[config.mk]
export PLATFORM = sky130hd
export DESIGN_NAME = sevenseg_scan_ctrl
export DESIGN_NICKNAME = d
export VERILOG_FILES = /design/src/rtl/sevenseg_scan_ctrl.sv
export SDC_FILE = /design/constraint.sdc
export NUM_CORES = 1
export LEC_CHECK = 0
export CORE_UTILIZATION = 35
export DETAILED_ROUTE_END_ITERATION = 12
export GPL_ROUTABILITY_DRIVEN = 1
export PLACE_DENSITY = 0.63
export SKIP_LAST_GASP = 1
export SLEW_MARGIN = 10
export SYNTH_ARGS = -nofsm -noshare
export SYNTH_HDL_FRONTEND = slang
export SYNTH_SLANG_ARGS = --single-unit
[constraint.sdc]
create_clock -name sys_clk -period 5.8 [get_ports sys_clk]
set_input_delay 1.16 -clock sys_clk [delete_from_list [all_inputs] [get_ports sys_clk]]
set_output_delay 1.16 -clock sys_clk [all_outputs]
set_load 0.01 [all_outputs]
[src/rtl/sevenseg_scan_ctrl.sv]
// Multiplexed seven-segment scan controller with a shadow digit file that is
// copied to the displayed set only at frame boundaries, so updates never tear.
module sevenseg_scan_ctrl #(
    parameter int unsigned N_DIGITS       = 4,
    parameter int unsigned PRESCALE       = 3000,
    parameter int unsigned BLANK          = 60,
    parameter bit          SEG_ACTIVE_LOW = 1'b1
) (
    input  logic                sys_clk,
    input  logic                sys_rst,
    input  logic                wr_valid,
    output logic                wr_ready,
    input  logic [1:0]          wr_digit,
    input  logic [4:0]          wr_data,
    input  logic                wr_dp,
    input  logic                commit,
    output logic [6:0]          segment,
    output logic                dp,
    output logic [N_DIGITS-1:0] enable,
    output logic                frame_done,
    output logic                commit_pending
);

    localparam int unsigned CW = (PRESCALE > 1) ? $clog2(PRESCALE) : 1;
    localparam int unsigned DW = (N_DIGITS > 1) ? $clog2(N_DIGITS) : 1;
    localparam int unsigned EW = 6;
    localparam logic [6:0]    SEG_OFF     = {7{SEG_ACTIVE_LOW}};
    // Entry layout: {blank, hex[3:0], dp}
    localparam logic [EW-1:0] ENTRY_BLANK = 6'b1_0000_0;

    logic [EW-1:0]       shadow_q [N_DIGITS];
    logic [EW-1:0]       shadow_d [N_DIGITS];
    logic [EW-1:0]       active_q [N_DIGITS];
    logic [EW-1:0]       active_d [N_DIGITS];
    logic [CW-1:0]       cnt_q, cnt_d;
    logic [DW-1:0]       digit_q, digit_d;
    logic                pending_d;
    logic                frame_done_d;
    logic                slot_end, frame_end;
    logic [N_DIGITS-1:0] enable_d;
    logic [6:0]          segment_d;
    logic                dp_d;
    logic [EW-1:0]       entry;

    function automatic logic [6:0] decode(input logic [3:0] hex);
        logic [6:0] seg;
        case (hex)
            4'h0: seg = 7'h3F;  4'h1: seg = 7'h06;  4'h2: seg = 7'h5B;  4'h3: seg = 7'h4F;
            4'h4: seg = 7'h66;  4'h5: seg = 7'h6D;  4'h6: seg = 7'h7D;  4'h7: seg = 7'h07;
            4'h8: seg = 7'h7F;  4'h9: seg = 7'h6F;  4'hA: seg = 7'h77;  4'hB: seg = 7'h7C;
            4'hC: seg = 7'h39;  4'hD: seg = 7'h5E;  4'hE: seg = 7'h79;  default: seg = 7'h71;
        endcase
        return seg;
    endfunction

    assign wr_ready  = !commit_pending && !sys_rst;
    assign slot_end  = (cnt_q == CW'(PRESCALE - 1));
    assign frame_end = slot_end && (digit_q == DW'(N_DIGITS - 1));

    // State register
    always_ff @(posedge sys_clk) begin
        if (sys_rst) begin
            cnt_q          <= '0;
            digit_q        <= '0;
            commit_pending <= 1'b0;
            frame_done     <= 1'b0;
            enable         <= '0;
            segment        <= SEG_OFF;
            dp             <= SEG_ACTIVE_LOW;
            for (int unsigned i = 0; i < N_DIGITS; i++) begin
                shadow_q[i] <= ENTRY_BLANK;
                active_q[i] <= ENTRY_BLANK;
            end
        end else begin
            cnt_q          <= cnt_d;
            digit_q        <= digit_d;
            commit_pending <= pending_d;
            frame_done     <= frame_done_d;
            enable         <= enable_d;
            segment        <= segment_d;
            dp             <= dp_d;
            shadow_q       <= shadow_d;
            active_q       <= active_d;
        end
    end

    // Next state: scan counters, shadow writes, commit at the frame boundary
    always_comb begin
        cnt_d     = slot_end ? '0 : cnt_q + CW'(1);
        digit_d   = digit_q;
        shadow_d  = shadow_q;
        active_d  = active_q;
        pending_d = commit_pending || commit;
        if (slot_end) begin
            digit_d = (digit_q == DW'(N_DIGITS - 1)) ? '0 : digit_q + DW'(1);
        end
        if (wr_valid && wr_ready) begin
            for (int unsigned i = 0; i < N_DIGITS; i++) begin
                if (wr_digit == 2'(i)) begin
                    shadow_d[i] = {wr_data, wr_dp};
                end
            end
        end
        // A same-cycle write is part of the copied set
        if (frame_end) begin
            if (pending_d) begin
                active_d = shadow_d;
            end
            pending_d = 1'b0;
        end
        frame_done_d = (cnt_d == CW'(PRESCALE - 1)) && (digit_d == DW'(N_DIGITS - 1));
    end

    // Output decode from the current slot phase, registered one cycle later
    always_comb begin
        enable_d  = '0;
        segment_d = SEG_OFF;
        dp_d      = SEG_ACTIVE_LOW;
        entry     = active_q[digit_q];
        if (cnt_q >= CW'(BLANK)) begin
            enable_d = N_DIGITS'(1) << digit_q;
            if (!entry[5]) begin
                segment_d = decode(entry[4:1]) ^ SEG_OFF;
                dp_d      = entry[0] ^ SEG_ACTIVE_LOW;
            end
        end
    end

endmodule

==> impl_metrics.tcl, run 1 <==
set metrics [dict create \
    status "completed" \
    r2r_slack_ns 3.19 \
    coreArea_mm2 0.00928 \
    h-tree-depth 3 \
    worstSkewPairLatency_ns 0.34 \
    synthCells 321 \
    clockRootBuffer "clkbuf_8" \
    ys_types 48 \
    route.detailed.drc 0 \
    grt_pass1_vias 2228 \
    pre_cts_slack_ns 2.26 \
    io_buffers 26 \
    antenna_cells 0 \
    max_freq_mhz 283 \
    post-route-util 0.419 \
    whs_ns 0.481 \
    setup_viol 0 \
    grt_start_max_net_pins 49 \
    cts_setup_buffers 0 \
    fp.dieW_um 100 \
    syn_area_per_cell_um2 10.5 \
    cp-end-kind "output port" \
    ant_nets 0 \
    path_max_fanout 48 \
    syn_nets 344 \
    hold_class "register to register" \
    place_area_mm2 0.00367 \
    cp.required_ns 4.64 \
    clkTransAtPathRegs_ns 0.09 \
    ys_seq_area_frac 0.453 \
    numCtsBuffers 9 \
    grtUsageTotal 0.135 \
    fin_skew_ns 0.0146 \
    drv_slew 0 \
    cts.sinks 76 \
    vias 2318 \
    grt_antenna_before_repair 0 \
    worst_setup_path_start_kind "input port" \
    timing.setup.tns_ns 0 \
    worst_slack_ns 2.27 \
    relSlewSlack 0.282 \
    finalHoldViolCount 0 \
    fin_area_mm2 0.00389 \
    yosysWarningCount 0 \
    fin_crit_ns 3.53 \
    cellPowerDensity_mw_per_mm2 261 \
    nFillCells 926 \
    maxCapViolCount 0 \
    boundaryPins 27 \
    tightest_slew_ns 1.07 \
    critical_path_arrival_ns 2.37 \
    cts_max_path_buffers 2 \
    syn-cell-area_mm2 0.00336 \
    place_congestion 0.773 \
    final_layout_size_suffix_gt1_frac 0.153 \
    routedWlPerCell_um 13.2 \
    rows 35 \
    cts_resized 0 \
    peakVddDrop_mv 0.142 \
    start_util 0.362 \
    layout_common_cells "dfxtp_1, nor2_1, mux2i_1, clkdlybuf4s50_1" \
    first_pass_iters 4 \
    dominantRegCellSynth "dfxtp_1" \
    finalNetCount 365 \
    area_growth_pct 15.7 \
    dpl.hpwl_mm 4.22 \
    rsz0062_at_grt "false" \
    drt-total-wl_mm 6.28 \
    synth_seq_cells 76 \
    gr-total-overflow 0 \
    cts_hold_buffers 0 \
    synth_edf_count 0 \
    synthArstFlopShare 0 \
    die-height_um 100 \
    die_area_mm2 0.00999 \
    final_common_cell "dfxtp_1" \
    via_per_inst 4.87 \
    crit_type "input port to output port" \
    cts_tree "yes" \
    drt_iter0_markers 83 \
    grt_pass1_wl_mm 10.6 \
    min_period_over_period 0.608 \
    p_leak_nw 1.39 \
]
[cell usage after synthesis (all sizes together), types with 3 or more instances]
master	count	area, um2
ha	11	138
mux2i	25	250
o21ai	4	20.0
nor3	5	36.3
o221ai	4	35.0
a211oi	21	258
a21oi	6	30.0
nand2	21	81.3
buf	12	95.1
o211ai	5	37.5
mux4	6	135
nor2b	3	18.8
nor3b	5	48.8
nand3	7	35.0
and3	3	18.8
clkbuf	5	18.8
xnor2	7	61.3
inv	7	26.3
nand4	6	52.6
nor2	60	238
dfxtp	76	1520
xor2	4	35.0
[final cells by class]
cell class              count  area, um2  area share
inverters                   8       30.0     0.00773
repair buffers             27        263      0.0676
clock buffers              10        128      0.0328
multi-input cells         220       1690       0.436
well taps                 129        161      0.0415
flip-flops and latches     76       1520       0.392
clock inverters             6       88.8      0.0229
[flip-flops by register name, summed over array words and instances, names as in the netlist]
signal / flops
commit_pending: 1
enable: 4
active_q: 24
segment: 7
cnt_q: 12
shadow_q: 24
frame_done: 1
dp: 1
digit_q: 2
[layer usage]
layer	part of all wire	global-route usage	wire, um	vias up
li1	-	-	-	1171
met1	0.47	0.169	2950	1085
met2	0.47	0.225	2970	47
met3	0.033	0.0251	208	15
met4	0.025	0.0669	156	0
met5	0	0	0	-
[worst paths after layout]
kind | start | end | cells past startpoint
worst max-delay path | sys_rst | wr_ready | 4
worst min-delay path | shadow_q[11]$_SDFF_PP1_ | shadow_q[11]$_SDFF_PP1_ | 2
worst max register to register | cnt_q[1]$_SDFF_PP0_ | active_q[12]$_SDFFE_PP0P_ | 6
worst min register to register | shadow_q[11]$_SDFF_PP1_ | shadow_q[11]$_SDFF_PP1_ | 2
[power breakdown]
part / leakage, nW / internal (mW) / switching (mW) / total [mW]
Combinational: 0.678 / 0.0203 / 0.0271 / 0.0474
Sequential: 0.614 / 0.528 / 0.00570 / 0.533
Clock: 0.102 / 0.242 / 0.190 / 0.433
Total: 1.39 / 0.790 / 0.223 / 1.01
[worst max-delay path: stages]
cell,delay (ns)
buf_2,0.10
buf_4,0.30
nor2_2,0.24
clkdlybuf4s50_1,0.57
[logic make-up (layout without fill, tap and decap cells)]
group	count (synthesis)	count (layout)	synth area share
AO/OA/AOI/OAI	45	45	0.130
XOR/XNOR	11	11	0.0287
adder cells (fa/ha/maj)	11	11	0.0410
buffers and inverters	25	51	0.0428
flip-flops	76	76	0.453
multiplexers	31	31	0.115
AND/OR/NAND/NOR	122	122	0.190
[through the flow]
step / instances / total power [mW]
floorplan: 321 / 0.572
global placement: 460 / 0.592
detailed placement: 460 / 0.593
CTS: 476 / 1.03
global route: 476 / 1.06
finish: 476 / 1.01
Power figures use the tool's default switching activity.
==> inputs of run 2 (changes only) <==
PLACE_DENSITY = 0.64   (was 0.63)
clock period = 2.95 ns   (was 5.8 ns; I/O delays follow)
==> run 2 against run 1 <==
- worst setup slack lost 1.5 ns
- non-clock buffer count grew 2
- global-route usage grew 1.0 points
- sequential power grew 97%
- clock skew shrank 0.0049 ns
- via count grew 0.43%
- sequential share of layout area shrank 0.16 points
- register-to-register slack lost 2.5 ns
- total power grew 99%
- first-iteration DRC count grew 25%
- flip-flop and latch count is the same
- clock power grew 100%
- critical path type is now register to register
- largest power group unchanged
==> impl_metrics.tcl, run 2 (same netlist as run 1, synthesis figures left out) <==
set metrics [dict create \
    cellPowerDensity_mw_per_mm2 516 \
    gr-total-overflow 0 \
    routedWlPerCell_um 13.5 \
    peakVddDrop_mv 0.196 \
    cts_resized 0 \
    die_area_mm2 0.00999 \
    min_period_over_period 0.751 \
    clockRootBuffer "clkbuf_8" \
    grt_pass1_wl_mm 11.1 \
    first_pass_iters 4 \
    start_util 0.362 \
    die-height_um 100 \
    fin_cells 478 \
    hold_class "register to register" \
    cts.sinks 76 \
    reg_top3 "active_q: 24 flops, shadow_q: 24 flops, cnt_q: 12 flops" \
    p_comb_frac 0.046 \
    timing.setup.tns_ns 0 \
    cp.required_ns 3.22 \
    finalHoldViolCount 0 \
    cts_hold_buffers 0 \
    finalNetCount 367 \
    dp_cells 462 \
    area_growth_pct 16.2 \
    clockPowerShare 0.433 \
    rows 35 \
    final_layout_size_suffix_gt1_frac 0.155 \
    path_max_fanout 40 \
    drv_slew 0 \
    p_leak_nw 1.41 \
    maxCapViolCount 0 \
    max_freq_mhz 451 \
    cts_setup_buffers 0 \
    grt_start_max_net_pins 47 \
    layout_common_cells "dfxtp_1, nor2_1, mux2i_1, clkdlybuf4s50_1" \
    setup_viol 0 \
    vias 2328 \
    critical_path_arrival_ns 2.48 \
    antenna_cells 0 \
    cts_max_path_buffers 2 \
    rsz0062_at_grt "false" \
    relSlewSlack 0.606 \
    via_per_inst 4.87 \
    worstSkewPairLatency_ns 0.35 \
    p_sw_frac 0.217 \
    route.detailed.drc 0 \
    dpl.hpwl_mm 4.50 \
    numCtsBuffers 9 \
    clkTransAtPathRegs_ns 0.07 \
    switching_power_mw 0.437 \
    drt-total-wl_mm 6.48 \
    grt_pass1_vias 2289 \
    io_buffers 26 \
    ant_nets 0 \
    fp.dieW_um 100 \
    nFillCells 948 \
    cts_tree "yes" \
    cp-end-kind "register" \
    crit_type "register to register" \
    drt_iter0_markers 104 \
    status "completed" \
    tightest_slew_ns 0.592 \
    worst_setup_path_start_kind "register" \
    boundaryPins 27 \
    fin_skew_ns 0.00970 \
    coreArea_mm2 0.00928 \
    grtUsageTotal 0.146 \
    place_congestion 0.839 \
    fin_crit_ns 2.22 \
    pwr-share-seq 0.521 \
    grt_antenna_before_repair 0 \
    h-tree-depth 3 \
    internal_power_mw 1.58 \
    final_common_cell "dfxtp_1" \
]
[run 2: through the flow]
stage / worst slack (ns) / area (um2) / power (mW) / util / hold WS (ns)
floorplan: 0.984 / 3360 / 1.12 / - / 0.438
global placement: 0.604 / 3680 / 1.16 / 0.397 / 0.451
finish: 0.734 / 3900 / 2.01 / 0.420 / 0.473
global route: 0.456 / 3900 / 2.10 / 0.420 / 0.519
detailed placement: 0.569 / 3680 / 1.17 / 0.397 / 0.457
CTS: 0.701 / 3900 / 2.04 / 0.420 / 0.477
[run 2: final timing paths]
path	startpoint	to	slack (ns)	depth (start not counted)
setup / recovery	cnt_q[1]$_SDFF_PP0_	active_q[1]$_SDFFE_PP0P_	0.73	7
hold / removal	shadow_q[11]$_SDFF_PP1_	shadow_q[11]$_SDFF_PP1_	0.47	2
setup reg to reg	cnt_q[1]$_SDFF_PP0_	active_q[1]$_SDFFE_PP0P_	0.73	7
hold reg to reg	shadow_q[11]$_SDFF_PP1_	shadow_q[11]$_SDFF_PP1_	0.47	2
[run 2: power groups by stage]
stage / clock network, mW / registers [mW] / logic, mW
2_1_floorplan: 0 / 1.07 / 0.0542
3_3_place_gp: 0 / 1.07 / 0.0916
3_5_place_dp: 0 / 1.07 / 0.0939
4_1_cts: 0.902 / 1.05 / 0.0941
5_1_grt: 0.947 / 1.05 / 0.103
6_report: 0.872 / 1.05 / 0.0926
[run 2: worst max-delay path, stage by stage, from the launching register on]
cell,delay [ns]
dfxtp_1,0.46
ha_1,0.30
nor4b_4,0.29
nand4_4,0.20
nor2_4,0.13
buf_4,0.43
nor2_1,0.12
a211oi_2,0.21
[run 2: layout make-up]
| class | count | area [um2] | area share |
|---|---|---|---|
| flip-flops and latches | 76 | 1520 | 0.390 |
| clock inverters | 4 | 72.6 | 0.0186 |
| clock buffers | 12 | 145 | 0.0372 |
| multi-input cells | 220 | 1690 | 0.434 |
| well taps | 129 | 161 | 0.0414 |
| inverters | 8 | 30.0 | 0.00769 |
| repair buffers | 29 | 278 | 0.0712 |
[run 2: per-layer routing]
metal  GRT usage  vias to the layer above  share of wire
li1            -                     1171              -
met1       0.170                     1122           0.46
met2       0.246                       27           0.50
met3      0.0460                        8          0.031
met4      0.0635                        0          0.017
met5           0                        -              0
